File: config.mk
export PLATFORM = sky130hd
export DESIGN_NAME = rv32_pipeline_ctrl_flat
export DESIGN_NICKNAME = d
export VERILOG_FILES = /design/src/rtl/rv32_ctrl_pkg.sv /design/src/rtl/rv32_pipeline_ctrl_if.sv /design/src/rtl/rv32_hazard.sv /design/src/rtl/rv32_pipeline_ctrl.sv /design/src/flat_wrapper.sv
export SDC_FILE = /design/constraint.sdc
export NUM_CORES = 1
export LEC_CHECK = 0
export BUFFER_PORTS_ARGS = -buffer_cell sky130_fd_sc_hd__buf_2
export CAP_MARGIN = 10
export CORE_MARGIN = 5
export CORE_UTILIZATION = 45
export DETAILED_ROUTE_END_ITERATION = 12
export PLACE_DENSITY = 0.68
export SETUP_SLACK_MARGIN = 0.5
export SLEW_MARGIN = 30
export SYNTH_ARGS = -nofsm -noshare
export SYNTH_HDL_FRONTEND = slang
export SYNTH_SLANG_ARGS = --single-unit
File: constraint.sdc
create_clock -name clk -period 5.4 [get_ports clk]
set_input_delay 0 -clock clk [delete_from_list [all_inputs] [get_ports clk]]
set_output_delay 0 -clock clk [all_outputs]
set_load 0.01 [all_outputs]
File: src/rtl/rv32_ctrl_pkg.sv
// -----------------------------------------------------------------------------
// rv32_ctrl_pkg
// Shared types for the rv32 pipeline sequencer: the sequencer state enum, the
// per-stage occupancy record carried by execute/mem/writeback, the operand
// forwarding-select encodings and a helper that matches a stage against a
// source register index.
// Optional feature macro used by the users of this package: RV32_FORWARDING_EN.
// -----------------------------------------------------------------------------
package rv32_ctrl_pkg;

    typedef enum logic [1:0] {
        RUN   = 2'd0,
        DRAIN = 2'd1,
        HALT  = 2'd2
    } ctrl_state_e;

    // What the sequencer needs to know about the instruction held in a stage
    typedef struct packed {
        logic       valid;
        logic [4:0] rd;
        logic       rd_write;
        logic       load;
    } stage_t;

    localparam stage_t STAGE_EMPTY = '{valid: 1'b0, rd: 5'd0, rd_write: 1'b0, load: 1'b0};

    // Operand source selects seen by the execute-stage operand muxes
    localparam logic [1:0] FWD_REGFILE = 2'd0;
    localparam logic [1:0] FWD_E       = 2'd1;
    localparam logic [1:0] FWD_M       = 2'd2;
    localparam logic [1:0] FWD_W       = 2'd3;

    // True when the stage will write the register decode wants to read.
    // x0 is hard-wired to zero, so it never matches.
    function automatic logic stage_writes_rs(input stage_t stage, input logic [4:0] rs);
        return stage.valid && stage.rd_write && (stage.rd == rs) && (rs != 5'd0);
    endfunction

endpackage

File: src/rtl/rv32_pipeline_ctrl_if.sv
// -----------------------------------------------------------------------------
// rv32_pipeline_ctrl_if
// Signal bundle between the decode stage / pipeline datapath and the pipeline
// sequencer.
//   decode_* inputs : present/legal flags, rs1/rs2 indices and read enables,
//                     rd index and write enable, load flag
//   branch_taken_in : execute resolved a taken branch/jump
//   mem_busy_in     : mem stage waiting on the data bus
//   outputs         : fetch/decode stall, decode flush, E/M/W valids, halted
//   rs1/rs2_fwd_sel_out exist only when RV32_FORWARDING_EN is defined.
// Modports: slave = the sequencer, master = the datapath side driving it.
// -----------------------------------------------------------------------------
interface rv32_pipeline_ctrl_if;

    logic       decode_present_in;
    logic       decode_legal_in;
    logic [4:0] decode_rs1_in;
    logic [4:0] decode_rs2_in;
    logic       decode_rs1_read_in;
    logic       decode_rs2_read_in;
    logic [4:0] decode_rd_in;
    logic       decode_rd_write_in;
    logic       decode_load_in;
    logic       branch_taken_in;
    logic       mem_busy_in;
    logic       fetch_stall_out;
    logic       decode_stall_out;
    logic       decode_flush_out;
    logic       execute_valid_out;
    logic       mem_valid_out;
    logic       writeback_valid_out;
    logic       halted_out;
`ifdef RV32_FORWARDING_EN
    logic [1:0] rs1_fwd_sel_out;
    logic [1:0] rs2_fwd_sel_out;
`endif

    modport slave (
        input  decode_present_in, decode_legal_in, decode_rs1_in, decode_rs2_in,
               decode_rs1_read_in, decode_rs2_read_in, decode_rd_in,
               decode_rd_write_in, decode_load_in, branch_taken_in, mem_busy_in,
        output fetch_stall_out, decode_stall_out, decode_flush_out,
               execute_valid_out, mem_valid_out, writeback_valid_out, halted_out
`ifdef RV32_FORWARDING_EN
        , output rs1_fwd_sel_out, rs2_fwd_sel_out
`endif
    );

    modport master (
        output decode_present_in, decode_legal_in, decode_rs1_in, decode_rs2_in,
               decode_rs1_read_in, decode_rs2_read_in, decode_rd_in,
               decode_rd_write_in, decode_load_in, branch_taken_in, mem_busy_in,
        input  fetch_stall_out, decode_stall_out, decode_flush_out,
               execute_valid_out, mem_valid_out, writeback_valid_out, halted_out
`ifdef RV32_FORWARDING_EN
        , input rs1_fwd_sel_out, rs2_fwd_sel_out
`endif
    );

endinterface

File: src/rtl/rv32_hazard.sv
// -----------------------------------------------------------------------------
// rv32_hazard
// Combinational read-after-write check of one decode source register against
// the execute, mem and writeback stage records.
//   rs, rs_read      : source index and "instruction really reads it"
//   e/m/w_stage      : stage records
//   hazard           : decode must stall for this operand
//   fwd_sel          : operand source, youngest matching stage (only when
//                      RV32_FORWARDING_EN is defined)
// Without forwarding any matching stage stalls; with forwarding only a load
// still in execute does, because its data is not available yet.
// -----------------------------------------------------------------------------
module rv32_hazard
    import rv32_ctrl_pkg::*;
(
    input  logic [4:0] rs,
    input  logic       rs_read,
    input  stage_t     e_stage,
    input  stage_t     m_stage,
    input  stage_t     w_stage,
    output logic       hazard
`ifdef RV32_FORWARDING_EN
    , output logic [1:0] fwd_sel
`endif
);

    logic match_e_s;
    logic match_m_s;
    logic match_w_s;
    logic unused_load_s;

    assign match_e_s = rs_read && stage_writes_rs(e_stage, rs);
    assign match_m_s = rs_read && stage_writes_rs(m_stage, rs);
    assign match_w_s = rs_read && stage_writes_rs(w_stage, rs);

`ifdef RV32_FORWARDING_EN
    assign unused_load_s = m_stage.load ^ w_stage.load;
    assign hazard        = match_e_s && e_stage.load;

    // Forward from the youngest producer so the newest value wins
    always_comb begin
        fwd_sel = FWD_REGFILE;
        if (match_e_s) begin
            fwd_sel = FWD_E;
        end else if (match_m_s) begin
            fwd_sel = FWD_M;
        end else if (match_w_s) begin
            fwd_sel = FWD_W;
        end else begin
            fwd_sel = FWD_REGFILE;
        end
    end
`else
    assign unused_load_s = e_stage.load ^ m_stage.load ^ w_stage.load;
    assign hazard        = match_e_s || match_m_s || match_w_s;
`endif

endmodule

File: src/rtl/rv32_pipeline_ctrl.sv
// -----------------------------------------------------------------------------
// rv32_pipeline_ctrl
// Pipeline sequencer for the rv32 in-order core. Tracks the instructions in
// execute, mem and writeback, resolves RAW hazards for the decode stage and
// issues stall / flush / bubble control to fetch and decode. An illegal
// instruction drains the pipeline and halts the core until reset.
// Ports:
//   clk      core clock, all state on posedge
//   reset_n  asynchronous active-low reset
//   bus      rv32_pipeline_ctrl_if.slave (decode inputs, branch/mem status,
//            stall/flush/valid/halted outputs, optional forwarding selects)
// Optional feature macro: RV32_FORWARDING_EN (operand forwarding; only
// load-use against execute stalls, adds rs1/rs2_fwd_sel_out).
// -----------------------------------------------------------------------------
module rv32_pipeline_ctrl
    import rv32_ctrl_pkg::*;
(
    input  logic                 clk,
    input  logic                 reset_n,
    rv32_pipeline_ctrl_if.slave  bus
);

    ctrl_state_e state_r;
    ctrl_state_e state_nxt_s;
    stage_t      e_r;
    stage_t      m_r;
    stage_t      w_r;
    stage_t      dec_stage_s;
    logic        rs1_read_s;
    logic        rs2_read_s;
    logic        rs1_hazard_s;
    logic        rs2_hazard_s;
    logic        hazard_s;
    logic        illegal_s;
    logic        freeze_s;
    logic        e_bubble_s;
    logic        fetch_stall_s;
    logic        decode_stall_s;
    logic        decode_flush_s;
    logic        halted_s;
`ifdef RV32_FORWARDING_EN
    logic [1:0]  rs1_fwd_sel_s;
    logic [1:0]  rs2_fwd_sel_s;
`endif

    // Only a present, legal instruction takes part in hazard checks; the
    // source fields of an illegal encoding are meaningless.
    assign rs1_read_s = bus.decode_present_in && bus.decode_legal_in && bus.decode_rs1_read_in;
    assign rs2_read_s = bus.decode_present_in && bus.decode_legal_in && bus.decode_rs2_read_in;
    assign illegal_s  = bus.decode_present_in && !bus.decode_legal_in;
    assign hazard_s   = rs1_hazard_s || rs2_hazard_s;

    assign dec_stage_s = '{valid:    bus.decode_present_in && bus.decode_legal_in,
                           rd:       bus.decode_rd_in,
                           rd_write: bus.decode_rd_write_in,
                           load:     bus.decode_load_in};

    rv32_hazard u_rs1_hazard (
        .rs      (bus.decode_rs1_in),
        .rs_read (rs1_read_s),
        .e_stage (e_r),
        .m_stage (m_r),
        .w_stage (w_r),
        .hazard  (rs1_hazard_s)
`ifdef RV32_FORWARDING_EN
        , .fwd_sel (rs1_fwd_sel_s)
`endif
    );

    rv32_hazard u_rs2_hazard (
        .rs      (bus.decode_rs2_in),
        .rs_read (rs2_read_s),
        .e_stage (e_r),
        .m_stage (m_r),
        .w_stage (w_r),
        .hazard  (rs2_hazard_s)
`ifdef RV32_FORWARDING_EN
        , .fwd_sel (rs2_fwd_sel_s)
`endif
    );

    // Priority resolution, next state and control outputs
    always_comb begin
        state_nxt_s    = state_r;
        freeze_s       = 1'b0;
        e_bubble_s     = 1'b0;
        fetch_stall_s  = 1'b0;
        decode_stall_s = 1'b0;
        decode_flush_s = 1'b0;
        halted_s       = 1'b0;
        case (state_r)
            RUN: begin
                if (bus.mem_busy_in) begin
                    freeze_s       = 1'b1;
                    fetch_stall_s  = 1'b1;
                    decode_stall_s = 1'b1;
                end else if (bus.branch_taken_in) begin
                    // Wins over hazard and illegal: decode is wrong-path anyway
                    decode_flush_s = 1'b1;
                    e_bubble_s     = 1'b1;
                end else if (hazard_s) begin
                    fetch_stall_s  = 1'b1;
                    decode_stall_s = 1'b1;
                    e_bubble_s     = 1'b1;
                end else if (illegal_s) begin
                    // Hold the illegal instruction in decode; it never enters E
                    fetch_stall_s  = 1'b1;
                    decode_stall_s = 1'b1;
                    e_bubble_s     = 1'b1;
                    state_nxt_s    = DRAIN;
                end else begin
                    state_nxt_s = RUN;
                end
            end
            DRAIN: begin
                fetch_stall_s  = 1'b1;
                decode_stall_s = 1'b1;
                e_bubble_s     = 1'b1;
                freeze_s       = bus.mem_busy_in;
                if (!e_r.valid && !m_r.valid && !w_r.valid) begin
                    state_nxt_s = HALT;
                end else begin
                    state_nxt_s = DRAIN;
                end
            end
            HALT: begin
                fetch_stall_s  = 1'b1;
                decode_stall_s = 1'b1;
                e_bubble_s     = 1'b1;
                halted_s       = 1'b1;
                state_nxt_s    = HALT;
            end
            default: begin
                state_nxt_s = RUN;
                e_bubble_s  = 1'b1;
            end
        endcase
    end

    // Sequencer state register
    always_ff @(posedge clk or negedge reset_n) begin
        if (!reset_n) begin
            state_r <= RUN;
        end else begin
            state_r <= state_nxt_s;
        end
    end

    // Stage registers: freeze (W bubbles), or advance with optional E bubble
    always_ff @(posedge clk or negedge reset_n) begin
        if (!reset_n) begin
            e_r <= STAGE_EMPTY;
            m_r <= STAGE_EMPTY;
            w_r <= STAGE_EMPTY;
        end else if (freeze_s) begin
            w_r <= STAGE_EMPTY;
        end else begin
            w_r <= m_r;
            m_r <= e_r;
            e_r <= e_bubble_s ? STAGE_EMPTY : dec_stage_s;
        end
    end

    // Stall/flush are combinational from live inputs, so they are forced
    // quiet while reset is held rather than reacting to decode contents.
    assign bus.fetch_stall_out     = reset_n && fetch_stall_s;
    assign bus.decode_stall_out    = reset_n && decode_stall_s;
    assign bus.decode_flush_out    = reset_n && decode_flush_s;
    assign bus.halted_out          = halted_s;
    assign bus.execute_valid_out   = e_r.valid;
    assign bus.mem_valid_out       = m_r.valid;
    assign bus.writeback_valid_out = w_r.valid;
`ifdef RV32_FORWARDING_EN
    assign bus.rs1_fwd_sel_out = rs1_fwd_sel_s;
    assign bus.rs2_fwd_sel_out = rs2_fwd_sel_s;
`endif

endmodule

File: src/flat_wrapper.sv
// flat-port wrapper written by rule: the top's interface ports become plain ports
module rv32_pipeline_ctrl_flat import rv32_ctrl_pkg::*;
  (clk, reset_n, bus_decode_present_in, bus_decode_legal_in, bus_decode_rs1_in, bus_decode_rs2_in, bus_decode_rs1_read_in, bus_decode_rs2_read_in, bus_decode_rd_in, bus_decode_rd_write_in, bus_decode_load_in, bus_branch_taken_in, bus_mem_busy_in, bus_fetch_stall_out, bus_decode_stall_out, bus_decode_flush_out, bus_execute_valid_out, bus_mem_valid_out, bus_writeback_valid_out, bus_halted_out);
  rv32_pipeline_ctrl_if bus_i ();
  input  logic clk;
  input  logic reset_n;
  input wire logic [$bits(bus_i.decode_present_in)-1:0] bus_decode_present_in;
  input wire logic [$bits(bus_i.decode_legal_in)-1:0] bus_decode_legal_in;
  input wire logic [$bits(bus_i.decode_rs1_in)-1:0] bus_decode_rs1_in;
  input wire logic [$bits(bus_i.decode_rs2_in)-1:0] bus_decode_rs2_in;
  input wire logic [$bits(bus_i.decode_rs1_read_in)-1:0] bus_decode_rs1_read_in;
  input wire logic [$bits(bus_i.decode_rs2_read_in)-1:0] bus_decode_rs2_read_in;
  input wire logic [$bits(bus_i.decode_rd_in)-1:0] bus_decode_rd_in;
  input wire logic [$bits(bus_i.decode_rd_write_in)-1:0] bus_decode_rd_write_in;
  input wire logic [$bits(bus_i.decode_load_in)-1:0] bus_decode_load_in;
  input wire logic [$bits(bus_i.branch_taken_in)-1:0] bus_branch_taken_in;
  input wire logic [$bits(bus_i.mem_busy_in)-1:0] bus_mem_busy_in;
  output wire logic [$bits(bus_i.fetch_stall_out)-1:0] bus_fetch_stall_out;
  output wire logic [$bits(bus_i.decode_stall_out)-1:0] bus_decode_stall_out;
  output wire logic [$bits(bus_i.decode_flush_out)-1:0] bus_decode_flush_out;
  output wire logic [$bits(bus_i.execute_valid_out)-1:0] bus_execute_valid_out;
  output wire logic [$bits(bus_i.mem_valid_out)-1:0] bus_mem_valid_out;
  output wire logic [$bits(bus_i.writeback_valid_out)-1:0] bus_writeback_valid_out;
  output wire logic [$bits(bus_i.halted_out)-1:0] bus_halted_out;
  assign bus_i.decode_present_in = bus_decode_present_in;
  assign bus_i.decode_legal_in = bus_decode_legal_in;
  assign bus_i.decode_rs1_in = bus_decode_rs1_in;
  assign bus_i.decode_rs2_in = bus_decode_rs2_in;
  assign bus_i.decode_rs1_read_in = bus_decode_rs1_read_in;
  assign bus_i.decode_rs2_read_in = bus_decode_rs2_read_in;
  assign bus_i.decode_rd_in = bus_decode_rd_in;
  assign bus_i.decode_rd_write_in = bus_decode_rd_write_in;
  assign bus_i.decode_load_in = bus_decode_load_in;
  assign bus_i.branch_taken_in = bus_branch_taken_in;
  assign bus_i.mem_busy_in = bus_mem_busy_in;
  assign bus_fetch_stall_out = bus_i.fetch_stall_out;
  assign bus_decode_stall_out = bus_i.decode_stall_out;
  assign bus_decode_flush_out = bus_i.decode_flush_out;
  assign bus_execute_valid_out = bus_i.execute_valid_out;
  assign bus_mem_valid_out = bus_i.mem_valid_out;
  assign bus_writeback_valid_out = bus_i.writeback_valid_out;
  assign bus_halted_out = bus_i.halted_out;
  rv32_pipeline_ctrl u_core (.clk(clk), .reset_n(reset_n), .bus(bus_i));
endmodule
== Yosys cells after proc, flatten, opt, wreduce, memory -nomap -nowiden ==
Index checks and enable logic that the tools add are counted.
Word-level totals
  bits in registers: 25
  bits in latches: 0
  bits in writable memories: 0
  memory bits (read-only): 0
  input bits: 25
  output and inout bits: 7
  logic and storage cells: 88
  memories kept: 0
Operators by class
  add/subtract/negate cells: 0
  multipliers: 0
  divide/modulo/power cells: 0
  magnitude comparators: 0
  equal/unequal tests: 11
  shifts and indexed selects: 0
  mux-type cells: 22
  bitwise gates (word level): 0
  reduce and logical (&&, ||, !) cells: 43
Operators with widths (number)
  $eq 5x5->1: 6
  $logic_and 1x1->1: 29
  $mux 8: 2
  $mux 1: 13
  $reduce_bool 5->1: 2
  $mux 2: 4
  $ne 2x2->1 const B: 3
  $pmux 2 s3: 1
  $logic_or 1x1->1: 5
  $logic_not 1->1: 4
  $pmux 1 s2: 2
  $reduce_and 3->1: 1
  $eq 2x1->1 const B: 1
  $eq 2x2->1 const B: 1
  $logic_not 2->1: 1
  $reduce_or 2->1: 1

== Logic depth before layout (Yosys ltp) ==
  depth after elaboration: 12
  depth in mapped cells: 8
  depth with buffers taken out: 7

== Hierarchy ==
From an unflattened synthesis, not the netlist that was laid out.
Second synthesis, totals
  cell total of the unflattened synthesis: 168
  area, all modules: 1590.3 sq um
Modules (own cells, without submodules)
  rv32_pipeline_ctrl: times used 1, cells an instance 118, area each 1202.4 sq um, sequential area each 650.6 sq um
  rv32_hazard: times used 2, cells an instance 25, area each 193.9 sq um, sequential area each 0.0 sq um

== Least setup slack after synthesis ==
No wires, ideal clock.
  path kind: reg2out
  start point: register u_core.e_r[4] (netlist name)
  end point: output port bus_fetch_stall_out
  data arrival time: 1.767 ns
  data required time: 5.400 ns
  path slack: 3.633 ns
  cell stages (with the launch flop): 9
  buffers on the path: 1
  cell sequence: dfrtp_1 xnor2_1 nand4_1 or3_1 nand3_1 a21o_4 o21bai_1 a21oi_1 buf_4
Between the ends
  word-level cells in the longest chain between the ends: 12
  elaborated cells on any way between the ends: 18
  classes of those cells: eq/ne (2); mux (4); reduce/logical (12)
Ends and longest elaborated chain
  from (decl): RTL line rv32_pipeline_ctrl.sv:25  | stage_t e_r;
  from (signal assigned): RTL line rv32_pipeline_ctrl.sv:160  | e_r <= e_bubble_s ? STAGE_EMPTY : dec_stage_s;
  $eq 5x5->1: RTL line rv32_ctrl_pkg.sv:36  | return stage.valid && stage.rd_write && (stage.rd == rs) && (rs != 5'd0);
  $logic_and 1x1->1 (2 in series): RTL line rv32_ctrl_pkg.sv:36
  $logic_and 1x1->1: RTL line rv32_hazard.sv:32  | assign match_e_s = rs_read && stage_writes_rs(e_stage, rs);
  $logic_or 1x1->1 (2 in series): RTL line rv32_hazard.sv:55  | assign hazard = match_e_s || match_m_s || match_w_s;
  $logic_or 1x1->1 (*): RTL line rv32_pipeline_ctrl.sv:51  | assign hazard_s = rs1_hazard_s || rs2_hazard_s;
  $mux 1 (*) (3 in series)
  $pmux 1 s2 (*)
  $logic_and 1x1->1 (*)
  to (decl): RTL line flat_wrapper.sv:18  | output wire logic [$bits(bus_i.fetch_stall_out)-1:0] bus_fetch_stall_out;
Mark *: on every way between the ends. The rest lies on a longest branch, timed or not.

== Worst setup path in the final report ==
  start point: register u_core.m_r[6] (netlist name)
  end point: register u_core.e_r (netlist bit u_core.bus.execute_valid_out)
Between the ends
  word-level cells in the longest chain between the ends: 12
  elaborated cells on any way between the ends: 18
  classes of those cells: eq/ne (2); mux (5); reduce/logical (11)
Ends and longest elaborated chain
  from (decl): RTL line rv32_pipeline_ctrl.sv:26  | stage_t m_r;
  from (signal assigned): RTL line rv32_pipeline_ctrl.sv:159  | m_r <= e_r;
  $eq 5x5->1: RTL line rv32_ctrl_pkg.sv:36
  $logic_and 1x1->1 (2 in series): RTL line rv32_ctrl_pkg.sv:36
  $logic_and 1x1->1: RTL line rv32_hazard.sv:33  | assign match_m_s = rs_read && stage_writes_rs(m_stage, rs);
  $logic_or 1x1->1 (2 in series): RTL line rv32_hazard.sv:55
  $logic_or 1x1->1 (*): RTL line rv32_pipeline_ctrl.sv:51
  $mux 1 (*): RTL line rv32_pipeline_ctrl.sv:101  | end else if (hazard_s) begin
  $mux 1 (*): RTL line rv32_pipeline_ctrl.sv:97  | end else if (bus.branch_taken_in) begin
  $mux 1 (*): RTL line rv32_pipeline_ctrl.sv:93  | if (bus.mem_busy_in) begin
  $mux 1 (*): RTL line rv32_pipeline_ctrl.sv:91  | case (state_r)
  $mux 8 (*): RTL line rv32_pipeline_ctrl.sv:160
Marks and branches as above.
A chain may end at the register's enable or synchronous reset.

==> impl_metrics.yaml <==
pwr:
  power_mw: 0.290
  switchingPower_mw: 0.0709
  internal_power_mw: 0.219
  p_leak_nw: 0.821
  p_clk_frac: 0.277
  power_frac_seq: 0.594
  peakVddDrop_uv: 83.7
  power_density_nw_per_um2: 171
  p_comb_frac: 0.129
  sw_frac_of_total: 0.245
critical_path:
  path_max_fanout: 5
  cp.required_ns: 5.61
  worstSetupEndpointType: "register"
  critPathArrivalTime_ns: 2.64
  r2r_end: "u_core.bus.execute_valid_out$_DFFE_PN0N_"
  reg2reg_depth: 8
  rrSetupSlack_ns: 2.97
  cp-endpoint: "u_core.bus.execute_valid_out$_DFFE_PN0N_"
  reg2reg_from: "u_core.m_r[6]$_DFFE_PN0N_"
  critical_path_class: "reg2reg"
  startpoint_type: "register"
  cp-startpoint: "u_core.m_r[6]$_DFFE_PN0N_"
clock_network:
  htree_levels: 1
  clk_pin_slew_ns: 0.12
  cts_buffers: 3
  cts_tree: "built"
  holdBufCountCts: 9
  clockBufferDepth: 2
  post_cts_buffers: 0
  cts_resized: 0
  clkSinkCount: 23
  cts_root_buf: "clkbuf_4"
  clkLatencyLatePin_ns: 0.31
timing:
  slew-limit-headroom: 0.644
  fin_crit_sh: 0.450
  rsz0062_at_grt: "false"
  worst_pin_slew_ns: 0.534
  finClkSkew_ns: 0.00210
  hold_viol: 0
  period_needed_ns: 2.43
  setup-violations-final: 0
  slew_viol_final: 0
  fmax_mhz: 412
  setup_tns_ns: 0
synth:
  ys_seq_area_frac: 0.413
  synthArstFlopShare: 1.00
  postSynthCellCount: 141
  synth-edff-count: 0
  synthFlopType: "dfrtp_1"
  ys_ff_latch: 23
  ys_warn_count: 0
  syn_nets: 170
  synth.distinct_cells: 33
  syn_area_um2: 1400
  postSynthAreaPerCell_um2: 9.89
route:
  drtIter0Drc: 31
  viasPerCell: 5.40
  postRouteWirelength_mm: 3.08
  wire_per_inst_um: 14.3
  drcViolationCount: 0
  detail-route-antenna-nets: 0
  first_pass_iters: 4
  num_vias: 1161
global_route:
  grt.overflow.total: 0
  use_met1: 0.210
  first_global_vias: 1146
  globalRouteMet3Util: 0.0239
  grt_pass1_wl_mm: 5.29
  busiest_layer: "met2"
  grt_start_max_net_pins: 26
  met2_usage: 0.259
  grt.total_usage: 0.161
  antenna_found_initial: 0
worst_hold_path:
  min_path_cells: 3
  worstHoldPathType: "in2reg"
floorplan:
  rows: 20
  die_w_um: 65.7
  core_area_um2: 3000
  start_util: 0.465
  ios: 32
  die_h_um: 65.7
  dieArea_um2: 4310
layout:
  layout_common_cells: "buf_2 (30), nand2_1 (24), dfrtp_1 (23)"
  area_growth_syn_to_layout_pct: 21.5
  drive_gt1_frac: 0.203
  fillCellCount: 271
  layout_commonest_cell: "buf_2"
  num-nets-final: 212
  antenna_cells: 0
status:
  outcome: "finished clean"
placed_design:
  gp_congestion: 0.849
  port_buffers: 30
  dp_hpwl_mm: 2.44
run:
  cap_violations: 0
==> kinds of logic (layout without fill, tap and decap cells) <==
| family | count (synthesis) | count (layout) | share of synthesized area |
|---|---|---|---|
| xor+xnor | 30 | 30 | 0.188 |
| flops | 23 | 23 | 0.413 |
| buf+inv | 6 | 47 | 0.0188 |
| fa+ha+maj | 4 | 4 | 0.0359 |
| simple gates | 56 | 56 | 0.209 |
| compound gates | 21 | 21 | 0.127 |
| mux | 1 | 1 | 0.00807 |
==> sequential cells by signal (all words and copies together) (netlist names) <==
signal and cells:
u_core.e_r 6, u_core.bus.writeback_valid_out 1, u_core.w_r 6, u_core.bus.execute_valid_out 1, u_core.bus.mem_valid_out 1, u_core.state_r 2
u_core.m_r 6
==> final cells by class <==
class	count	area, um^2	area share
multi-input cells	112	793	0.468
well taps	33	41.3	0.0244
inverters	3	11.3	0.00664
flip-flops and latches	23	576	0.339
clock buffers	4	26.3	0.0155
repair buffers	40	248	0.146
==> per-stage QoR <==
stage               std cells  cell area (um^2)  setup WS (ns)  hold slack (ns)   util
global route              215              1700           2.81            0.140  0.565
detailed placement        202              1580           3.44           0.0115  0.526
global placement          202              1580           3.51           0.0107  0.526
CTS                       215              1700           2.97            0.128  0.565
finish                    215              1700           2.97            0.135  0.565
floorplan                 141              1400           3.63           -0.296      -
==> power groups by stage <==
stage	logic [mW]	clock network [mW]	registers (mW)
2_1_floorplan	0.0128	0	0.176
3_3_place_gp	0.0323	0	0.175
3_5_place_dp	0.0333	0	0.175
4_1_cts	0.0378	0.0831	0.172
5_1_grt	0.0417	0.0932	0.172
6_report	0.0374	0.0803	0.172
==> synthesized netlist by cell type (2+ instances only) <==
cell type / n / share of area
nor4_1: 3 / 0.013
nor2_1: 3 / 0.0081
nor3_1: 3 / 0.011
nand2b_1: 2 / 0.0090
nand3_1: 3 / 0.011
a22o_1: 6 / 0.038
or3_1: 2 / 0.0090
a21oi_1: 4 / 0.014
ha_1: 4 / 0.036
dfrtp_1: 23 / 0.41
clkbuf_1: 2 / 0.0054
inv_1: 3 / 0.0081
xnor2_1: 16 / 0.10
xor2_1: 14 / 0.088
nand4_1: 6 / 0.027
and2_1: 7 / 0.031
nand2_1: 24 / 0.065
==> worst max-delay path: stages, from the launching register on <==
cell and delay, ns:
dfrtp_1 0.45, xor2_1 0.18, nor4_1 0.37, nand4_1 0.14, a21oi_1 0.19, a21o_4 0.15
nor3_1 0.06, a32o_1 0.25, dlygate4sd3_1 0.55
==> per-layer routing <==
layer / share of wire / wire, um / vias up
met5: 0 / 0 / -
met1: 0.45 / 1400 / 547
met2: 0.47 / 1440 / 31
met4: 0.027 / 84 / 0
li1: - / - / 575
met3: 0.050 / 155 / 8
==> worst min-delay path by stage <==
stage,end,start
after CTS,u_core.e_r[5]$_DFFE_PN0N_,bus_branch_taken_in
after global routing,u_core.e_r[3]$_DFFE_PN0N_,bus_branch_taken_in
final,u_core.state_r[0]$_DFFE_PN0P_,bus_mem_busy_in
after detailed placement,u_core.w_r[4]$_DFF_PN0_,reset_n
after floorplan,u_core.bus.execute_valid_out$_DFFE_PN0N_,reset_n
after global placement,u_core.w_r[4]$_DFF_PN0_,reset_n
No activity file was read; power rests on OpenSTA's default activity.
